==> config.mk <==
export PLATFORM = sky130hd
export DESIGN_NAME = cpu_program_loader
export DESIGN_NICKNAME = d
export VERILOG_FILES = /design/src/rtl/loader_pkg.sv /design/src/rtl/byte_word_assembler.sv /design/src/rtl/cpu_program_loader.sv
export SDC_FILE = /design/constraint.sdc
export NUM_CORES = 1
export LEC_CHECK = 0
export BUFFER_PORTS_ARGS = -buffer_cell sky130_fd_sc_hd__clkbuf_2
export CAP_MARGIN = 20
export CORE_MARGIN = 2
export CORE_UTILIZATION = 50
export CTS_CLUSTER_DIAMETER = 30
export DETAILED_ROUTE_END_ITERATION = 12
export GPL_ROUTABILITY_DRIVEN = 0
export PLACE_DENSITY = 0.84
export SETUP_SLACK_MARGIN = 0.05
export SYNTH_ARGS = -nofsm -noshare
export SYNTH_HDL_FRONTEND = slang
export SYNTH_SLANG_ARGS = --single-unit
==> constraint.sdc <==
create_clock -name clk -period 5.1 [get_ports clk]
set_clock_uncertainty 0.1 [all_clocks]
set_input_delay 0.255 -clock clk [delete_from_list [all_inputs] [get_ports clk]]
set_output_delay 0.255 -clock clk [all_outputs]
set_load 0.02 [all_outputs]
==> src/rtl/loader_pkg.sv <==
// Shared types and constants for the boot-time program loader.
package loader_pkg;

    typedef enum logic [2:0] {
        HDR  = 3'd0,
        IMEM = 3'd1,
        DMEM = 3'd2,
        RUN  = 3'd3,
        ERR  = 3'd4
    } state_t;

    localparam int HDR_BYTES      = 4;
    localparam int BYTES_PER_WORD = 4;

    // True while the loader is still consuming stream bytes.
    function automatic logic is_loading(input state_t st);
        logic res;
        case (st)
            HDR, IMEM, DMEM: res = 1'b1;
            default:         res = 1'b0;
        endcase
        return res;
    endfunction

endpackage

==> src/rtl/byte_word_assembler.sv <==
// Packs accepted stream bytes into little-endian 32-bit words; the first byte lands in bits [7:0].
module byte_word_assembler
    import loader_pkg::*;
(
    input  logic        clk,
    input  logic        arst,
    input  logic        clear,
    input  logic        accept,
    input  logic [7:0]  data,
    output logic        word_done,
    output logic [31:0] word
);

    localparam logic [1:0] LAST_BYTE = 2'(BYTES_PER_WORD - 1);

    logic [1:0]  cnt_r;
    logic [31:0] shift_r;

    // The completed word is presented in the same cycle its last byte is accepted.
    assign word_done = accept & (cnt_r == LAST_BYTE);
    assign word      = {data, shift_r[31:8]};

    // Byte counter and shift register; bytes enter at the top and move toward the LSB.
    always_ff @(posedge clk or posedge arst) begin
        if (arst) begin
            cnt_r   <= 2'd0;
            shift_r <= 32'd0;
        end else if (clear) begin
            cnt_r   <= 2'd0;
            shift_r <= 32'd0;
        end else if (accept) begin
            cnt_r   <= cnt_r + 2'd1;
            shift_r <= {data, shift_r[31:8]};
        end else begin
            cnt_r   <= cnt_r;
            shift_r <= shift_r;
        end
    end

endmodule

==> src/rtl/cpu_program_loader.sv <==
// Streams a header plus instruction/data words into the CPU's SRAM ports, then enables the CPU.
module cpu_program_loader
    import loader_pkg::*;
#(
    parameter int IMEM_WORDS = 128,
    parameter int DMEM_WORDS = 256
) (
    input  logic        clk,
    input  logic        arst,
    input  logic        s_valid,
    input  logic [7:0]  s_data,
    output logic        s_ready,
    output logic [31:0] addr_ext,
    output logic        wen_ext,
    output logic        ren_ext,
    output logic [31:0] wdata_ext,
    output logic [31:0] addr_ext_2,
    output logic        wen_ext_2,
    output logic        ren_ext_2,
    output logic [31:0] wdata_ext_2,
    output logic        cpu_enable,
    output logic        busy,
    output logic        error
);

    localparam logic [16:0] IMEM_LIMIT = 17'(IMEM_WORDS);
    localparam logic [16:0] DMEM_LIMIT = 17'(DMEM_WORDS);
    localparam int          HALF_HDR   = 8 * HDR_BYTES / 2;

    state_t      state_r;
    state_t      state_next_s;
    logic        accept_s;
    logic        clear_s;
    logic        word_done_s;
    logic [31:0] word_s;
    logic [15:0] hdr_n_i_s;
    logic [15:0] hdr_n_d_s;
    logic [15:0] n_i_r;
    logic [15:0] n_d_r;
    logic [15:0] idx_r;
    logic        imem_wr_s;
    logic        dmem_wr_s;

    logic        s_ready_r;
    logic        busy_r;
    logic        error_r;
    logic        cpu_enable_r;
    logic        wen_ext_r;
    logic [31:0] addr_ext_r;
    logic [31:0] wdata_ext_r;
    logic        wen_ext_2_r;
    logic [31:0] addr_ext_2_r;
    logic [31:0] wdata_ext_2_r;

    assign accept_s = s_valid & s_ready_r;

    // The header is gathered by the same assembler as payload words.
    assign hdr_n_i_s = word_s[HALF_HDR-1:0];
    assign hdr_n_d_s = word_s[2*HALF_HDR-1:HALF_HDR];

    assign imem_wr_s = word_done_s & (state_r == IMEM);
    assign dmem_wr_s = word_done_s & (state_r == DMEM);

    // Any state change discards whatever partial word the assembler holds.
    assign clear_s = (state_next_s != state_r);

    byte_word_assembler u_asm (
        .clk       (clk),
        .arst      (arst),
        .clear     (clear_s),
        .accept    (accept_s),
        .data      (s_data),
        .word_done (word_done_s),
        .word      (word_s)
    );

    // Next-state decode; counts are range-checked here so the word index never wraps.
    always_comb begin
        state_next_s = state_r;
        case (state_r)
            HDR: begin
                if (word_done_s) begin
                    if (({1'b0, hdr_n_i_s} > IMEM_LIMIT) || ({1'b0, hdr_n_d_s} > DMEM_LIMIT)) begin
                        state_next_s = ERR;
                    end else if (hdr_n_i_s != 16'd0) begin
                        state_next_s = IMEM;
                    end else if (hdr_n_d_s != 16'd0) begin
                        state_next_s = DMEM;
                    end else begin
                        state_next_s = RUN;
                    end
                end else begin
                    state_next_s = state_r;
                end
            end
            IMEM: begin
                if (word_done_s && (idx_r == n_i_r - 16'd1)) begin
                    state_next_s = (n_d_r != 16'd0) ? DMEM : RUN;
                end else begin
                    state_next_s = state_r;
                end
            end
            DMEM: begin
                if (word_done_s && (idx_r == n_d_r - 16'd1)) begin
                    state_next_s = RUN;
                end else begin
                    state_next_s = state_r;
                end
            end
            RUN:     state_next_s = RUN;
            ERR:     state_next_s = ERR;
            default: state_next_s = ERR;
        endcase
    end

    // FSM, header counts, word index and status outputs.
    always_ff @(posedge clk or posedge arst) begin
        if (arst) begin
            state_r      <= HDR;
            n_i_r        <= 16'd0;
            n_d_r        <= 16'd0;
            idx_r        <= 16'd0;
            s_ready_r    <= 1'b0;
            busy_r       <= 1'b0;
            error_r      <= 1'b0;
            cpu_enable_r <= 1'b0;
        end else begin
            state_r      <= state_next_s;
            s_ready_r    <= is_loading(state_next_s);
            busy_r       <= is_loading(state_next_s);
            error_r      <= (state_next_s == ERR);
            cpu_enable_r <= (state_r == RUN);
            if (state_r == HDR && word_done_s) begin
                n_i_r <= hdr_n_i_s;
                n_d_r <= hdr_n_d_s;
            end else begin
                n_i_r <= n_i_r;
                n_d_r <= n_d_r;
            end
            if (clear_s) begin
                idx_r <= 16'd0;
            end else if (imem_wr_s || dmem_wr_s) begin
                idx_r <= idx_r + 16'd1;
            end else begin
                idx_r <= idx_r;
            end
        end
    end

    // Registered write ports; address and data hold their last value between strobes.
    always_ff @(posedge clk or posedge arst) begin
        if (arst) begin
            wen_ext_r     <= 1'b0;
            addr_ext_r    <= 32'd0;
            wdata_ext_r   <= 32'd0;
            wen_ext_2_r   <= 1'b0;
            addr_ext_2_r  <= 32'd0;
            wdata_ext_2_r <= 32'd0;
        end else begin
            wen_ext_r   <= imem_wr_s;
            wen_ext_2_r <= dmem_wr_s;
            if (imem_wr_s) begin
                addr_ext_r  <= {14'd0, idx_r, 2'b00};
                wdata_ext_r <= word_s;
            end else begin
                addr_ext_r  <= addr_ext_r;
                wdata_ext_r <= wdata_ext_r;
            end
            if (dmem_wr_s) begin
                addr_ext_2_r  <= {14'd0, idx_r, 2'b00};
                wdata_ext_2_r <= word_s;
            end else begin
                addr_ext_2_r  <= addr_ext_2_r;
                wdata_ext_2_r <= wdata_ext_2_r;
            end
        end
    end

    assign s_ready     = s_ready_r;
    assign busy        = busy_r;
    assign error       = error_r;
    assign cpu_enable  = cpu_enable_r;
    assign wen_ext     = wen_ext_r;
    assign addr_ext    = addr_ext_r;
    assign wdata_ext   = wdata_ext_r;
    assign ren_ext     = 1'b0;
    assign wen_ext_2   = wen_ext_2_r;
    assign addr_ext_2  = addr_ext_2_r;
    assign wdata_ext_2 = wdata_ext_2_r;
    assign ren_ext_2   = 1'b0;

endmodule

==> results of run 1 <==
## routing by layer
metal | wire length [um] | share of wire [%]
met4 | 614 | 2.5
met2 | 11500 | 47
met1 | 10600 | 44
met5 | 0 | 0
met3 | 1520 | 6.3
## cells in the mapped netlist, types with 12 or more instances
master / count / area share (%)
nand2_1: 401 / 16
dfrtp_1: 178 / 47
nor3_1: 66 / 3.5
clkbuf_1: 62 / 2.4
mux2i_1: 43 / 4.5
xnor2_1: 39 / 3.6
buf_4: 37 / 2.9
mux2_4: 24 / 3.8
nand3b_1: 19 / 1.5
xor2_1: 19 / 1.8
nor4_1: 18 / 1.2
inv_1: 13 / 0.51
nor2_1: 12 / 0.47
## cell type report
type | count | area (um^2)
fillers | 1648 | 8060
multi-input cells | 795 | 4530
flip-flops and latches | 178 | 4450
repair buffers | 129 | 728
clock buffers | 19 | 443
well taps | 234 | 293
clock inverters | 11 | 141
inverters | 14 | 56.3
## where the power goes
part / internal [mW] / switching, mW / leakage, nW
Clock: 0.744 / 0.588 / 0.288
Sequential: 1.41 / 0 / 2.45
Combinational: 0.00663 / 0.0577 / 3.12
Total: 2.16 / 0.646 / 5.86
## metrics by stage
| stage | setup slack (ps) | power [mW] | hold WS (ps) |
|---|---|---|---|
| after floorplan | 1940 | 1.50 | 260 |
| after global placement | 1200 | 1.50 | 357 |
| after detailed placement | 1100 | 1.50 | 362 |
| after CTS | 1080 | 2.83 | 11.5 |
| after global routing | 858 | 2.89 | 28.0 |
| final | 1070 | 2.81 | -51.4 |
## flip-flops by register name (all words and copies together), names as in the netlist, 2 cells and up
| name | count |
|---|---|
| state_r | 3 |
| addr_ext_2 | 16 |
| wdata_ext | 32 |
| n_d_r | 16 |
| u_asm.cnt_r | 2 |
| addr_ext | 16 |
| u_asm.shift_r | 24 |
| wdata_ext_2 | 32 |
| idx_r | 16 |
| n_i_r | 16 |
## worst min-delay path by stage
stage / cells past startpoint / endpoint / from
after floorplan: 2 / n_d_r[10]$_DFFE_PP0P_ / s_data[2]
after global placement: 2 / wdata_ext[30]$_DFFE_PP0P_ / wdata_ext[30]$_DFFE_PP0P_
after detailed placement: 2 / wdata_ext_2[11]$_DFFE_PP0P_ / wdata_ext_2[11]$_DFFE_PP0P_
after CTS: 3 / n_d_r[14]$_DFFE_PP0P_ / s_data[6]
after global routing: 3 / wdata_ext_2[28]$_DFFE_PP0P_ / s_data[4]
final: 3 / wdata_ext[18]$_DFFE_PP0P_ / arst
## critical path, stage by stage, from the launching register on
cell     delay, ps
dfrtp_1        440
inv_1          100
ha_1           270
or4b_1         520
or3_1          370
o31ai_1        360
and2_1         180
nand4_1        150
a21oi_4        760
buf_4          350
mux2_4         320
## cells by family after synthesis
logic type | count (synthesis) | synth area share (%)
other cells | 1 | 0.0394
compound gates | 54 | 4.44
xor+xnor | 59 | 5.59
mux | 70 | 8.67
flops | 178 | 46.9
buf+inv | 126 | 6.90
fa+ha+maj | 4 | 0.526
simple gates | 574 | 27.0
==> impl_metrics.py, run 1 <==
metrics = {
    "setup_path": {
        "required_ps": 5320,
        "path_max_fanout": 19,
        "crit_end": "u_asm.shift_r[12]$_DFFE_PP0P_",
        "crit_path_start_kind": "flop",
        "timing.rr.start": "n_i_r[0]$_DFFE_PP0P_",
        "worstPathArrival_ps": 4250,
        "regToRegEndpoint": "u_asm.shift_r[12]$_DFFE_PP0P_",
        "rrSetupSlack_ps": 1070,
        "end_kind": "flop",
        "criticalPathCategory": "reg -> reg",
        "ff2ff_path_depth": 10,
        "startpoint": "n_i_r[0]$_DFFE_PP0P_",
    },
    "clocking": {
        "cts_tree": "yes",
        "h-tree-depth": 4,
        "cts_resized": 0,
        "holdBufCountCts": 3,
        "cts_buffers": 17,
        "clk_pin_slew_ps": 70,
        "cts_setup_buffers": 0,
        "cts_root_buffer": "clkbuf_16",
        "clkLatencyLatePin_ps": 440,
        "cts_sinks": 178,
        "cts_buffer_depth": 2,
    },
    "yosys": {
        "synth_async_sr_flop_share_pct": 100,
        "dominantRegCellSynth": "dfrtp_1",
        "syn_area_mm2": 0.00951,
        "post_synth.cell_area_avg_um2": 8.92,
        "ys_seq_elements": 178,
        "synth_edf_count": 0,
        "ys_seq_area_share_pct": 46.9,
        "yosys_warnings": 0,
        "synth_cell_types": 62,
        "synth_cells": 1066,
    },
    "drt": {
        "first_pass_iters": 7,
        "wl_per_cell_um": 17.5,
        "drtIter0Drc": 647,
        "via_count": 7719,
        "drt-total-wl_mm": 24.2,
        "via_per_inst": 5.59,
        "antenna_left": 0,
        "drc": 0,
    },
    "global_routing": {
        "grt_max_degree": 179,
        "grt_pass1_vias": 7408,
        "gr-total-overflow": 0,
        "track_usage_pct": 24.9,
        "grt_pass1_wl_mm": 39.2,
        "top_usage_layer": "met2",
        "grtUsageMet2_pct": 40.5,
        "antenna_found_initial": 0,
        "use_met3_pct": 4.96,
        "use_met1_pct": 33.3,
    },
    "run": {
        "drv_cap": 0,
    },
    "timing": {
        "worstMarginPinSlew_ps": 1000,
        "setup_tns_ps": 0,
        "period_minus_slack_ps": 4030,
        "maxSlewHeadroom_pct": 32.9,
        "finalSetupViolCount": 0,
        "hold_ws_ps": -51.4,
        "hold_viol_final": 11,
        "fin_crit_sh_pct": 79.1,
        "max_freq_mhz": 248,
        "rsz0062_at_grt": "no",
        "slew_violations": 0,
    },
    "cells_and_area": {
        "fin_util_pct": 56.9,
        "layout_common_cells": "nand2_1, dfrtp_1, clkbuf_2",
        "fin_nets": 1150,
        "num_antenna_cells": 0,
        "finalInstanceArea_mm2": 0.0106,
        "final_common_cell": "nand2_1",
        "area_delta_synth_final_pct": 12.0,
        "drive_gt1_share_pct": 17.3,
        "instances_no_fill": 1380,
    },
    "placement": {
        "dp_hpwl_mm": 15.6,
        "place_area_mm2": 0.0100,
        "placed_cells": 1346,
        "numPortBuffers": 112,
    },
    "power_and_ir_drop": {
        "leakage_nw": 5.86,
        "vdd_ir_drop_max_v": 0.000220,
        "p_per_area_mw_per_mm2": 264,
    },
    "hold_path": {
        "hold_path_class": "in -> async",
    },
    "floorplan": {
        "core_region_area_mm2": 0.0187,
        "dieArea_mm2": 0.0201,
        "start_util_pct": 50.8,
        "fp-row-count": 50,
        "die_x_um": 142,
        "die_h_um": 142,
        "ios": 147,
    },
    "outcome": {
        "violations": "hold timing",
        "status": "finished with violations",
    },
}
No activity file was read; power rests on OpenSTA's default activity.
==> run 2: changes to the inputs <==
- PLACE_DENSITY: 0.84 -> 0.82
- clock period: 5.1 -> 3.97 ns (I/O delays scaled with it)
==> run 2 against run 1 <==
Net effect: the run now ends clean; critical path depth did not move; combinational power grew 35%; total power increased by 30%; non-clock buffer count rose by 16; first-iteration DRC count grew 8.5%.
==> impl_metrics.py, run 2 (synthesis results as in run 1) <==
metrics = {
    "setup_path": {
        "cp_top_family": "simple AND/OR/NAND/NOR gates",
        "path_max_fanout": 17,
        "required_ps": 4180,
        "criticalPathCategory": "reg -> reg",
        "crit_chain": "inv_1 -> ha_1 -> or4b_1 -> or3_1 -> o31ai_1 -> and2_1 -> nand4_1 -> a21oi_4 -> buf_12 -> mux2_4",
        "end_kind": "flop",
        "crit_buf_inv": 2,
        "crit_path_start_kind": "flop",
        "max_stage_delay_ps": 530,
        "worstPathArrival_ps": 3900,
        "critical-path-slowest-cell": "or4b_1",
    },
    "hold_path": {
        "hold_path_class": "in -> reg",
    },
    "timing": {
        "max_freq_mhz": 271,
        "fin_crit_sh_pct": 93.0,
        "setup_ws_ps": 279,
        "maxSlewHeadroom_pct": 33.1,
        "hold_viol_final": 0,
        "worstMarginPinSlew_ps": 1000,
        "rsz0062_at_grt": "no",
        "period_minus_slack_ps": 3690,
        "slew_violations": 0,
        "hold_ws_ps": 251,
        "finalSetupViolCount": 0,
        "setup_tns_ps": 0,
    },
    "clocking": {
        "cts_setup_buffers": 0,
        "cts_buffer_depth": 2,
        "clk_pin_slew_ps": 70,
        "cts_buffers": 17,
        "cts_sinks": 178,
        "clkLatencyLatePin_ps": 430,
        "cts_tree": "yes",
        "cts_root_buffer": "clkbuf_16",
        "h-tree-depth": 4,
    },
    "placement": {
        "place_area_mm2": 0.0101,
        "numPortBuffers": 112,
        "place_ws_ps": 353,
        "dp_hpwl_mm": 15.7,
    },
    "floorplan": {
        "ios": 147,
        "dieArea_mm2": 0.0201,
        "die_h_um": 142,
        "die_x_um": 142,
        "start_util_pct": 50.8,
        "core_region_area_mm2": 0.0187,
        "fp-row-count": 50,
    },
    "global_routing": {
        "top_usage_layer": "met2",
        "grt_max_degree": 179,
        "grt_pass1_wl_mm": 39.2,
        "grtUsageMet2_pct": 41.1,
        "grt_pass1_vias": 7555,
        "track_usage_pct": 24.8,
        "antenna_found_initial": 0,
        "use_met3_pct": 5.26,
        "gr-total-overflow": 0,
        "use_met1_pct": 32.8,
    },
    "cells_and_area": {
        "final_common_cell": "nand2_1",
        "drive_gt1_share_pct": 18.1,
        "area_delta_synth_final_pct": 13.7,
        "finalInstanceArea_mm2": 0.0108,
        "fin_nets": 1166,
        "num-fill-cells": 1607,
        "num_antenna_cells": 0,
        "layout_common_cells": "nand2_1, dfrtp_1, clkbuf_2",
    },
    "power_and_ir_drop": {
        "p_per_area_mw_per_mm2": 337,
        "vdd_ir_drop_max_v": 0.000299,
        "leakage_nw": 5.95,
        "power_mw": 3.64,
    },
    "drt": {
        "drt-total-wl_mm": 24.4,
        "drtIter0Drc": 702,
        "drc": 0,
        "wl_per_cell_um": 17.5,
        "via_per_inst": 5.60,
        "via_count": 7835,
        "first_pass_iters": 5,
        "antenna_left": 0,
    },
    "outcome": {
        "status": "finished, final reports clean",
    },
    "run": {
        "drv_cap": 0,
    },
}
## run 2: cell types whose count changed in the layout (fill, tap and decap cells not counted), sizes merged
cell,previous run,this run
buf,14,24
clkinv,2,3
clkbuf,131,132
clkinvlp,1,2
dlygate4sd3,3,9
inv,20,19
## run 2: layout make-up
| cell class | instances | area (um^2) | area share, % |
|---|---|---|---|
| multi-input combinational | 795 | 4530 | 41.9 |
| clock inverter | 12 | 141 | 1.31 |
| tap | 234 | 293 | 2.71 |
| inverter | 14 | 56.3 | 0.521 |
| sequential | 178 | 4450 | 41.2 |
| clock buffer | 20 | 467 | 4.32 |
| timing repair buffer | 145 | 868 | 8.03 |
## run 2: timing repair
item	4_1_cts	5_1_grt
hold endpoints to repair	27	0
hold buffers	9	0
gates resized for setup	0	0
## run 2: layer usage
metal / vias to the layer above / wire (um)
li1: 3633 / -
met1: 3847 / 10400
met2: 311 / 11800
met3: 44 / 1680
met4: 0 / 481
met5: - / 0
## run 2: final timing paths
path,slack [ps],end,from,cells past startpoint
min in group asynchronous,410,wdata_ext[18]$_DFFE_PP0P_,arst,4
min reg2reg,370,addr_ext_2[3]$_DFFE_PP0P_,addr_ext_2[3]$_DFFE_PP0P_,2
min,250,state_r[2]$_DFF_PP0_,s_valid,3
max,280,u_asm.shift_r[14]$_DFFE_PP0P_,n_i_r[0]$_DFFE_PP0P_,10
max reg2reg,280,u_asm.shift_r[14]$_DFFE_PP0P_,n_i_r[0]$_DFFE_PP0P_,10
max in group asynchronous,2580,wdata_ext_2[18]$_DFFE_PP0P_,arst,4
## run 2: stage by stage
step	util, %	instances
after floorplan	-	1099
after CTS	57.8	1398
final	57.8	1398
after global placement	54.1	1357
after detailed placement	54.1	1357
after global routing	57.8	1398
## run 2: power by group
group | switching [mW] | internal (mW) | total [mW]
logic | 0.0747 | 0.0123 | 0.0871
clock network | 0.751 | 0.992 | 1.74
registers | 0 | 1.81 | 1.81
total | 0.825 | 2.82 | 3.64
## run 2: worst register-to-register path, cell delays in order, from the launching register on
cell	delay, ps
dfrtp_1	430
inv_1	100
ha_1	280
or4b_1	530
or3_1	370
o31ai_1	360
and2_1	180
nand4_1	150
a21oi_4	510
buf_12	250
mux2_4	320
==> run 3: changes to the inputs <==
- PLACE_DENSITY: 0.82 -> unset
- PLACE_DENSITY_LB_ADDON: unset -> 0.3
==> run 3 against run 2 <==
Net effect: worst setup slack better by 24 ps; sequential power hardly changed; global-route usage is 0.34 points higher; critical endpoint is now u_asm.shift_r[9]$_DFFE_PP0P_; register-to-register slack better by 20 ps; via count is 2.9% lower; total power is 2.0% higher; non-clock buffer count stayed put; cell count stayed put.
==> impl_metrics.py, run 3 (synthesis results as in run 1) <==
metrics = {
    "timing": {
        "hold_ws_ps": 257,
        "fin_crit_sh_pct": 92.4,
        "hold_viol_final": 0,
        "finalSetupViolCount": 0,
        "slew_violations": 0,
        "period_minus_slack_ps": 3670,
        "rsz0062_at_grt": "no",
        "setup_tns_ps": 0,
        "worstMarginPinSlew_ps": 996,
        "maxSlewHeadroom_pct": 33.4,
        "max_freq_mhz": 273,
    },
    "outcome": {
        "status": "finished, final reports clean",
    },
    "drt": {
        "antenna_left": 0,
        "via_per_inst": 5.44,
        "first_pass_iters": 5,
        "drtIter0Drc": 535,
        "drt-total-wl_mm": 24.5,
        "wl_per_cell_um": 17.6,
        "via_count": 7608,
        "drc": 0,
    },
    "setup_path": {
        "max_stage_delay_ps": 520,
        "end_kind": "flop",
        "path_max_fanout": 18,
        "critical-path-slowest-cell": "or4b_1",
        "crit_chain": "inv_1 -> ha_1 -> or4b_1 -> or3_1 -> o31ai_1 -> and2_1 -> nand4_1 -> a21oi_4 -> buf_4 -> mux2_4",
        "required_ps": 4200,
        "crit_path_start_kind": "flop",
        "criticalPathCategory": "reg -> reg",
        "worstPathArrival_ps": 3890,
    },
    "clocking": {
        "cts_sinks": 178,
        "cts_buffer_depth": 2,
        "cts_root_buffer": "clkbuf_16",
        "h-tree-depth": 4,
        "cts_setup_buffers": 0,
        "clk_pin_slew_ps": 70,
        "clkLatencyLatePin_ps": 450,
        "cts_buffers": 17,
        "cts_tree": "yes",
    },
    "cells_and_area": {
        "fin_nets": 1166,
        "final_common_cell": "nand2_1",
        "layout_common_cells": "nand2_1, dfrtp_1, clkbuf_2",
        "area_delta_synth_final_pct": 13.7,
        "instances_no_fill": 1398,
        "num_antenna_cells": 0,
        "drive_gt1_share_pct": 18.1,
    },
    "power_and_ir_drop": {
        "leakage_nw": 5.94,
        "vdd_ir_drop_max_v": 0.000285,
        "power_mw": 3.72,
        "p_per_area_mw_per_mm2": 344,
    },
    "floorplan": {
        "die_x_um": 142,
        "fp-row-count": 50,
        "die_h_um": 142,
        "core_region_area_mm2": 0.0187,
        "start_util_pct": 50.8,
        "ios": 147,
        "dieArea_mm2": 0.0201,
    },
    "global_routing": {
        "grt_pass1_vias": 7101,
        "gr-total-overflow": 0,
        "grt_pass1_wl_mm": 39.4,
        "track_usage_pct": 25.1,
        "grt_max_degree": 56,
        "antenna_found_initial": 0,
    },
    "placement": {
        "dp_hpwl_mm": 15.9,
        "placed_cells": 1357,
        "numPortBuffers": 112,
    },
    "hold_path": {
        "hold_path_class": "in -> reg",
    },
    "run": {
        "drv_cap": 0,
    },
}
## run 3: changes by cell type in the layout (fill, tap and decap cells not counted), sizes merged
cell	delta
clkbuf	-3
clkinv	+3
## run 3: power by group
group / total, mW / switching [mW] / internal [mW] / leakage [nW]
Sequential: 1.81 / 0 / 1.81 / 2.45
Combinational: 0.0874 / 0.0752 / 0.0122 / 3.18
Clock: 1.82 / 0.841 / 0.976 / 0.310
## run 3: worst paths after layout
| check | from | to | slack (ps) | cells past startpoint |
|---|---|---|---|---|
| max in group asynchronous | arst | addr_ext_2[9]$_DFFE_PP0P_ | 2350 | 4 |
| worst min register to register | addr_ext_2[5]$_DFFE_PP0P_ | addr_ext_2[5]$_DFFE_PP0P_ | 380 | 2 |
| worst max register to register | n_i_r[0]$_DFFE_PP0P_ | u_asm.shift_r[9]$_DFFE_PP0P_ | 300 | 10 |
| min in group asynchronous | arst | wdata_ext[18]$_DFFE_PP0P_ | 310 | 3 |
| worst min-delay path | s_valid | state_r[2]$_DFF_PP0_ | 260 | 3 |
| worst max-delay path | n_i_r[0]$_DFFE_PP0P_ | u_asm.shift_r[9]$_DFFE_PP0P_ | 300 | 10 |
## run 3: area by class of cell
class | count | area [um^2]
repair buffers | 145 | 831
inverters | 14 | 56.3
fillers | 1685 | 7900
multi-input cells | 795 | 4530
well taps | 234 | 293
clock buffers | 17 | 425
clock inverters | 15 | 220
flip-flops and latches | 178 | 4450
## run 3: critical path: cells and delay by family, from the launching register on
kind / cells / cell delay, ps
AOI/OAI and AO/OA: 2 / 680
and+or+nand+nor: 4 / 1250
muxes: 1 / 330
DFF: 1 / 440
buffers and inverters: 2 / 460
adders and majority gates: 1 / 280
## run 3: stage by stage
step | setup WS [ps] | instance area (um^2) | util [%]
2_1_floorplan | 813 | 9630 | -
3_3_place_gp | 513 | 10100 | 53.9
3_5_place_dp | 355 | 10100 | 53.9
4_1_cts | 336 | 10800 | 57.8
5_1_grt | 85.8 | 10800 | 57.8
6_report | 303 | 10800 | 57.8
## run 3: what timing repair did
action,CTS,global route
hold buffers,9,0
endpoints found under the hold margin,55,0
resized for setup,0,0
endpoints found under the setup margin,0,0
## run 3: per-layer routing
metal / vias up / global-route usage [%] / wire, um
met3: 37 / 5.47 / 1270
li1: 3629 / - / -
met4: 0 / 7.26 / 482
met2: 226 / 38.9 / 11300
met5: - / 0 / 0
met1: 3716 / 35.8 / 11500
